<file path="config.mk">
export PLATFORM = sky130hd
export DESIGN_NAME = keypad_entry_ctl
export DESIGN_NICKNAME = d
export VERILOG_FILES = /design/src/rtl/keypad_entry_ctl.sv
export SDC_FILE = /design/constraint.sdc
export NUM_CORES = 1
export LEC_CHECK = 0
export CORE_ASPECT_RATIO = 0.6
export CORE_MARGIN = 1.5
export CORE_UTILIZATION = 35
export DETAILED_ROUTE_END_ITERATION = 10
export SETUP_SLACK_MARGIN = 0.4
export SYNTH_ARGS = -nofsm -noshare
export SYNTH_HDL_FRONTEND = slang
export SYNTH_SLANG_ARGS = --single-unit
</file>
<file path="constraint.sdc">
create_clock -name clk -period 6.5 [get_ports clk]
set_clock_uncertainty 0.2 [all_clocks]
set_input_delay 0.975 -clock clk [delete_from_list [all_inputs] [get_ports clk]]
set_output_delay 0.975 -clock clk [all_outputs]
set_load 0.1 [all_outputs]
</file>
<file path="src/rtl/keypad_entry_ctl.sv">
// keypad_entry_ctl
// Debounces raw keypad scanner output and edits a 4-digit BCD entry buffer.
// Keys 0-9 shift a digit in, A clears, B backspaces, E commits the entry;
// C, D and F are debounced but otherwise ignored.
// Optional feature macro: KEYPAD_AUTOREPEAT_EN (held digit/backspace keys
// repeat after REPEAT_DELAY cycles, then every REPEAT_PERIOD cycles).
module keypad_entry_ctl #(
    parameter int DEBOUNCE_SAMPLES = 4,
    parameter int REPEAT_DELAY     = 8,
    parameter int REPEAT_PERIOD    = 3
) (
    input  logic        clk,
    input  logic        rst,
    input  logic [3:0]  key,
    input  logic        pressed,
    output logic [3:0]  digit0,
    output logic [3:0]  digit1,
    output logic [3:0]  digit2,
    output logic [3:0]  digit3,
    output logic [2:0]  digit_cnt,
    output logic [15:0] entry_value,
    output logic        entry_valid,
    output logic        overflow
);

    localparam logic [1:0] ST_IDLE     = 2'd0;
    localparam logic [1:0] ST_DEBOUNCE = 2'd1;
    localparam logic [1:0] ST_HELD     = 2'd2;
    localparam logic [1:0] ST_RELEASE  = 2'd3;

    localparam logic [3:0] CNT_LIMIT = 4'(DEBOUNCE_SAMPLES);
    localparam logic [3:0] KEY_CLEAR = 4'hA;
    localparam logic [3:0] KEY_BACK  = 4'hB;
    localparam logic [3:0] KEY_ENTER = 4'hE;
    localparam logic [3:0] BLANK     = 4'hF;

    // Reject illegal parameterisations at elaboration time
    if (DEBOUNCE_SAMPLES < 2 || DEBOUNCE_SAMPLES > 15) begin : g_bad_debounce
        $error("keypad_entry_ctl: DEBOUNCE_SAMPLES must be 2..15");
    end
    if (REPEAT_DELAY < 1 || REPEAT_DELAY > 255 ||
        REPEAT_PERIOD < 1 || REPEAT_PERIOD > 255) begin : g_bad_repeat
        $error("keypad_entry_ctl: REPEAT_DELAY/REPEAT_PERIOD must be 1..255");
    end

    logic [1:0] state;
    logic [3:0] kq;
    logic [3:0] cnt;
    logic       press_commit;
    logic       repeat_fire;
    logic       commit;

    // Blank positions contribute zero to the committed BCD value
    function automatic logic [3:0] blank_to_zero(input logic [3:0] d);
        return (d == BLANK) ? 4'h0 : d;
    endfunction

    // A press is accepted on the sample that brings the match count to the limit
    always_comb begin
        press_commit = (state == ST_DEBOUNCE) && pressed && (key == kq) &&
                       ((cnt + 4'd1) == CNT_LIMIT);
    end

`ifdef KEYPAD_AUTOREPEAT_EN
    logic [7:0] rep_cnt;
    logic       rep_first;
    logic       repeatable;

    // Only digit and backspace keys repeat; the first gap is longer than the rest
    always_comb begin
        repeatable  = (kq <= 4'd9) || (kq == KEY_BACK);
        repeat_fire = (state == ST_HELD) && pressed && repeatable &&
                      ((rep_cnt + 8'd1) ==
                       (rep_first ? 8'(REPEAT_DELAY) : 8'(REPEAT_PERIOD)));
    end

    // Held-cycle counter restarts every time HELD is (re)entered
    always_ff @(posedge clk or posedge rst) begin
        if (rst) begin
            rep_cnt   <= 8'd0;
            rep_first <= 1'b1;
        end else if (state != ST_HELD || !pressed) begin
            rep_cnt   <= 8'd0;
            rep_first <= 1'b1;
        end else if (repeat_fire) begin
            rep_cnt   <= 8'd0;
            rep_first <= 1'b0;
        end else begin
            rep_cnt   <= rep_cnt + 8'd1;
        end
    end
`else
    assign repeat_fire = 1'b0;
`endif

    assign commit = press_commit || repeat_fire;

    // Press/release debounce sequencer; actions are decided separately
    always_ff @(posedge clk or posedge rst) begin
        if (rst) begin
            state <= ST_IDLE;
            kq    <= 4'h0;
            cnt   <= 4'd0;
        end else begin
            case (state)
                ST_IDLE: begin
                    if (pressed) begin
                        kq    <= key;
                        cnt   <= 4'd1;
                        state <= ST_DEBOUNCE;
                    end
                end
                ST_DEBOUNCE: begin
                    if (pressed && key == kq) begin
                        if ((cnt + 4'd1) == CNT_LIMIT) begin
                            state <= ST_HELD;
                        end else begin
                            cnt <= cnt + 4'd1;
                        end
                    end else begin
                        state <= ST_IDLE;
                    end
                end
                ST_HELD: begin
                    if (!pressed) begin
                        cnt   <= 4'd1;
                        state <= ST_RELEASE;
                    end
                end
                ST_RELEASE: begin
                    if (pressed) begin
                        state <= ST_HELD;
                    end else if ((cnt + 4'd1) == CNT_LIMIT) begin
                        state <= ST_IDLE;
                    end else begin
                        cnt <= cnt + 4'd1;
                    end
                end
                default: state <= ST_IDLE;
            endcase
        end
    end

    // Entry buffer editing and the one-cycle status pulses
    always_ff @(posedge clk or posedge rst) begin
        if (rst) begin
            digit0      <= BLANK;
            digit1      <= BLANK;
            digit2      <= BLANK;
            digit3      <= BLANK;
            digit_cnt   <= 3'd0;
            entry_value <= 16'h0000;
            entry_valid <= 1'b0;
            overflow    <= 1'b0;
        end else begin
            entry_valid <= 1'b0;
            overflow    <= 1'b0;
            if (commit) begin
                if (kq <= 4'd9) begin
                    if (digit_cnt < 3'd4) begin
                        digit3    <= digit2;
                        digit2    <= digit1;
                        digit1    <= digit0;
                        digit0    <= kq;
                        digit_cnt <= digit_cnt + 3'd1;
                    end else begin
                        overflow  <= 1'b1;
                    end
                end else if (kq == KEY_BACK) begin
                    if (digit_cnt != 3'd0) begin
                        digit0    <= digit1;
                        digit1    <= digit2;
                        digit2    <= digit3;
                        digit3    <= BLANK;
                        digit_cnt <= digit_cnt - 3'd1;
                    end
                end else if (kq == KEY_CLEAR) begin
                    digit0    <= BLANK;
                    digit1    <= BLANK;
                    digit2    <= BLANK;
                    digit3    <= BLANK;
                    digit_cnt <= 3'd0;
                end else if (kq == KEY_ENTER) begin
                    if (digit_cnt != 3'd0) begin
                        entry_value <= {blank_to_zero(digit3), blank_to_zero(digit2),
                                        blank_to_zero(digit1), blank_to_zero(digit0)};
                        entry_valid <= 1'b1;
                        digit0      <= BLANK;
                        digit1      <= BLANK;
                        digit2      <= BLANK;
                        digit3      <= BLANK;
                        digit_cnt   <= 3'd0;
                    end
                end
            end
        end
    end

endmodule

</file>
# Yosys cells after proc, flatten, opt, wreduce, memory -nomap -nowiden
# Index checks and enable logic that the tools add are counted.
# totals
wordCells,107
in_bits,7
reg_bits,47
# classes
order_cmp,2
addsub,3
n_eq_ne,20
reduce_logical,14
bitwise,3
mux,54
# op_table
op,n
$mux 4,30
$eq 4x4->1 const B,7
$mux 3,7
$pmux 4 s4,1
$mux 2,6
$mux 1,9
$pmux 2 s4,1
$reduce_and 4->1,2
$ne 2x2->1 const B,3
$ne 3x2->1 const B,2
$reduce_and 6->1,1
$reduce_bool 3->1,2
$reduce_and 5->1,1
$add 4x1->4 const B,1
$eq 2x2->1 const B,2
$eq 4x3->1 const B,1
$eq 4x4->1,1
$le 4x4->1 const B,1
$logic_and 1x1->1,4
$ne 2x1->1 const B,2
$reduce_bool 4->1,1
$add 3x1->3 const B,1
$lt 3x3->1 const B,1
$ne 3x3->1 const B,1
other kinds (6),8

# Longest topological paths before layout
# logic_depth
word_depth,7
ltp_mapped,9
depth_no_buf,7

# Worst setup path before layout
# Ideal clock, no wire load.
# synth_timing
kind,reg-to-reg
startpoint,reg digit_cnt[0]
endpoint,reg entry_value[0]
slack_ns,3.484
stages_incl_launch_ff,10
t_arrival_ns,2.687
path_buffers,2
setup_ns,0.129
period_less_slack_ns,3.016
path_cell_list,dfrtp_1 inv_1 ha_1 nor2b_1 or3_1 or4_1 clkbuf_1 buf_2 nand2_1 o21ai_0
# synth_via
elab_chain_cells,2
# synth_lines
item,line_no,source
start: declaration,20,"output logic [2:0] digit_cnt,"
start signal: assignment,165,digit_cnt <= digit_cnt + 3'd1;
start signal: assignment,175,digit_cnt <= digit_cnt - 3'd1;
$reduce_bool 3->1,184,if (digit_cnt != 3'd0) begin
$reduce_and 6->1 (no source line),-,
end signal: assignment,185,"entry_value <= {blank_to_zero(digit3), blank_to_zero(digit2),"
end: declaration,21,"output logic [15:0] entry_value,"
# Every way passes these cells.
# A chain may end at the register's enable or synchronous reset.

# Final worst setup path
# layout_timing
startpoint,reg digit_cnt[0]
endpoint,reg digit_cnt[0]
# layout_via
elab_chain_cells,4
elab_cells_between_ends,12
cone_classes,2 x add/sub; 1 x order compare; 2 x eq/ne; 4 x mux; 3 x reduce/logical
# layout_lines
item,line_no,source
$sub 3x1->3,175,
$mux 3,170,if (digit_cnt != 3'd0) begin
$mux 3,169,end else if (kq == KEY_BACK) begin
$mux 3,159,if (kq <= 4'd9) begin
# Parallel ways exist; a longest one is shown, timed or not. The select of a mux whose other input is x is not followed.

==> impl_results.md <==
- Worst Setup Path Type: flip-flop to flip-flop
- Routed vias: 2,009
- Die H: 67.9 um
- Port buffer count: 43
- Fmax: 297 MHz
- Xor/xnor share of the synthesized area: 1.43%
- Max Cap Violations: 0
- CTS tree: yes
- Vias per inst: 5.43
- Largest net degree at the start of global routing: 48
- Synth async-reset ratio: 100%
- Global-route wire length before repair: 9630 um
- Std cell rows: 23
- Routed Antenna Nets: 0
- Area of the core: 0.00673 mm^2
- Synth Area in Simple Gates: 18.3%
- Worst EP required: 6470 ps
- Synth Area in Adders: 2.04%
- Starting density of the core: 36.5%
- Nets: 293
- Share of cells above drive strength 1: 17.0%
- Number of global-route vias before repair: 1,912
- Synth unique cells: 46
- Setup TNS: 0 ps
- Die X: 111 um
- Clock Path Buffers: 2
- Nature of the critical path startpoint: flip-flop
- GR Util All Layers: 16.2%
- Ys Warns: 0
- R2R cell count: 7
- Peak VDD IR: 0.000151 V
- CTS Buf Count: 5
- Resize count post-CTS: 0
- Hold Crit Class: flip-flop to flip-flop
- Final Critical Period: 3360 ps
- Initial antenna violation count: 0
- H-tree depth: 2
- Synthesized area per cell: 10.0 um^2
- Number of synthesized flops with an enable pin: 0
- Measured slew at the worst slew-check pin: 1070 ps
- Sequential share of the synthesized area: 48.7%
- Power per cell area: 303 mW/mm^2
- CP Capture Type: flip-flop
- Initial DRC count: 100
- Worst skew pair latency: 290 ps
- Drt wl/cell: 15.7 um
- Die area: 0.00755 mm^2
- Detail Placement HPWL: 4030 um
- Sink Count: 47
- Post-synthesis instance total: 245
- Largest family of logic cells by synthesized area: compound AO/OA/AOI/OAI gates
- Multi-input gate area in the final layout: 0.00114 mm^2
- Multiplexer area fraction after synthesis: 4.94%
- DRC Markers: 0
- Compound-gate portion of the synthesized area: 19.6%
- Number of hold violations in the final report: 0
- # hold bufs at CTS: 0
- Register area: 0.00120 mm^2
- DRT Wirelength: 5800 um
- Fill cells: 669
- Top Ports: 44
- Hold Path Depth: 2
- Arrival @ worst endpoint: 3330 ps
- Clock Pin Slew Worst Setup and Hold Paths: 70 ps
- Worst-path maximum fanout: 15
- Main synth FF type: dfrtp_1
- Fin Hold WS: 279 ps
- ANT cells: 0
- P&R area growth vs syn: 26.0%
- Post-Synthesis Cell Area: 0.00246 mm^2
- GPL Wtd Cong: 0.805
- Setup violations, final: 0
- Postcts setup bufs: 0
- Fin. max-slew vios: 0
- Tcrit/Tclk final: 51.7%
- Lkg Pwr: 1.15 nW
- FF+latch count, synth: 47
- Setup repair after global routing missed its margin: no
- Max_slew headroom: 28.2%
- Syn_nets: 256
- Status: complete, no violations
- Root buffer cell: clkbuf_16
- Pre-antenna DRT Iters: 4
- Grt total ovfl: 0
-- synthesized netlist by cell type (9+ instances only) --
library cell	number	share of area, %
inv_1	9	1.4
o21ai_0	20	4.1
nand3_1	21	4.3
o21ai_2	10	3.6
nand2_1	40	6.1
dfrtp_1	31	32
dfstp_2	16	17
o22ai_1	12	3.1
o31ai_1	9	2.7
-- critical path: stages, from the launching register on --
cell and delay (ps):
dfrtp_1 430, inv_1 100, ha_1 150, nor2b_1 260, o21ai_0 110, a31oi_1 880, or2_1 770, mux2_4 350
-- cell usage in the layout (no fill, tap or decap), drive strengths merged, types with 2 or more instances in the layout --
master / count
mux2i: 2
nor2: 5
o22ai: 12
nand3: 22
ha: 4
xnor2: 4
clkbuf: 6
mux2: 8
a22o: 2
a21oi: 4
or4: 2
clkdlybuf4s50: 43
or3: 3
inv: 9
bufinv: 2
o22a: 5
nand2b: 2
dfstp: 16
nor3: 2
o31a: 2
or2: 2
nand2: 40
o31ai: 9
dfrtp: 31
o21ai: 32
-- power by group --
part	switching (W)	leakage [nW]	internal, W	total [W]
registers	0.0000534	0.572	0.000318	0.000371
clock network	0.000107	0.0911	0.000221	0.000328
logic	0.000152	0.485	0.0000878	0.000239
total	0.000312	1.15	0.000626	0.000938
-- cells by family (layout without fill, tap and decap cells) --
| family | count (synthesis) | after routing |
|---|---|---|
| xor+xnor | 4 | 4 |
| flops | 47 | 47 |
| mux | 10 | 10 |
| buf+inv | 22 | 60 |
| compound gates | 71 | 71 |
| fa+ha+maj | 4 | 4 |
| simple gates | 87 | 87 |
-- final timing paths --
kind	startpoint	end	slack (ps)
hold reg to reg	entry_value[11]	entry_value[11]	280
hold / removal	entry_value[11]	entry_value[11]	280
setup / recovery	digit_cnt[0]	digit_cnt[0]	3140
min in group asynchronous	rst	entry_value[12]	1020
setup reg to reg	digit_cnt[0]	digit_cnt[0]	3140
max in group asynchronous	rst	digit_cnt[0]	4440
-- state kept, by name (all words and copies together), names as in the netlist, 2 cells and up --
register	cells
digit2	4
kq	4
digit_cnt	3
state	2
digit3	4
digit0	4
digit1	4
entry_value	16
cnt	4
-- cell type report --
type / instances / share of cell area, %
multi-input combinational: 176 / 36.7
inverter: 9 / 1.09
sequential: 47 / 38.6
timing repair buffer: 43 / 13.9
tap: 87 / 3.52
clock inverter: 2 / 1.94
clock buffer: 6 / 4.16
-- metal layers --
| layer | global-route usage (%) | wire length (um) | share of wire, % | vias to the layer above |
|---|---|---|---|---|
| li1 | - | - | - | 960 |
| met3 | 4.43 | 318 | 5.5 | 5 |
| met5 | 0 | 0 | 0 | - |
| met4 | 4.27 | 40 | 0.69 | 0 |
| met2 | 23.4 | 2260 | 39 | 64 |
| met1 | 23.9 | 3180 | 55 | 980 |
-- metrics by stage --
stage | cell area [um^2] | power (W) | worst slack (ps) | instances | utilization, %
6_report | 3100 | 0.000938 | 3140 | 370 | 46.0
5_1_grt | 3100 | 0.000986 | 2860 | 370 | 46.0
4_1_cts | 3100 | 0.000943 | 3140 | 370 | 46.0
3_5_place_dp | 2910 | 0.000612 | 3000 | 362 | 43.2
3_3_place_gp | 2910 | 0.000606 | 3040 | 362 | 43.2
2_1_floorplan | 2460 | 0.000572 | 3480 | 245 | -
Power figures use the tool's default switching activity.
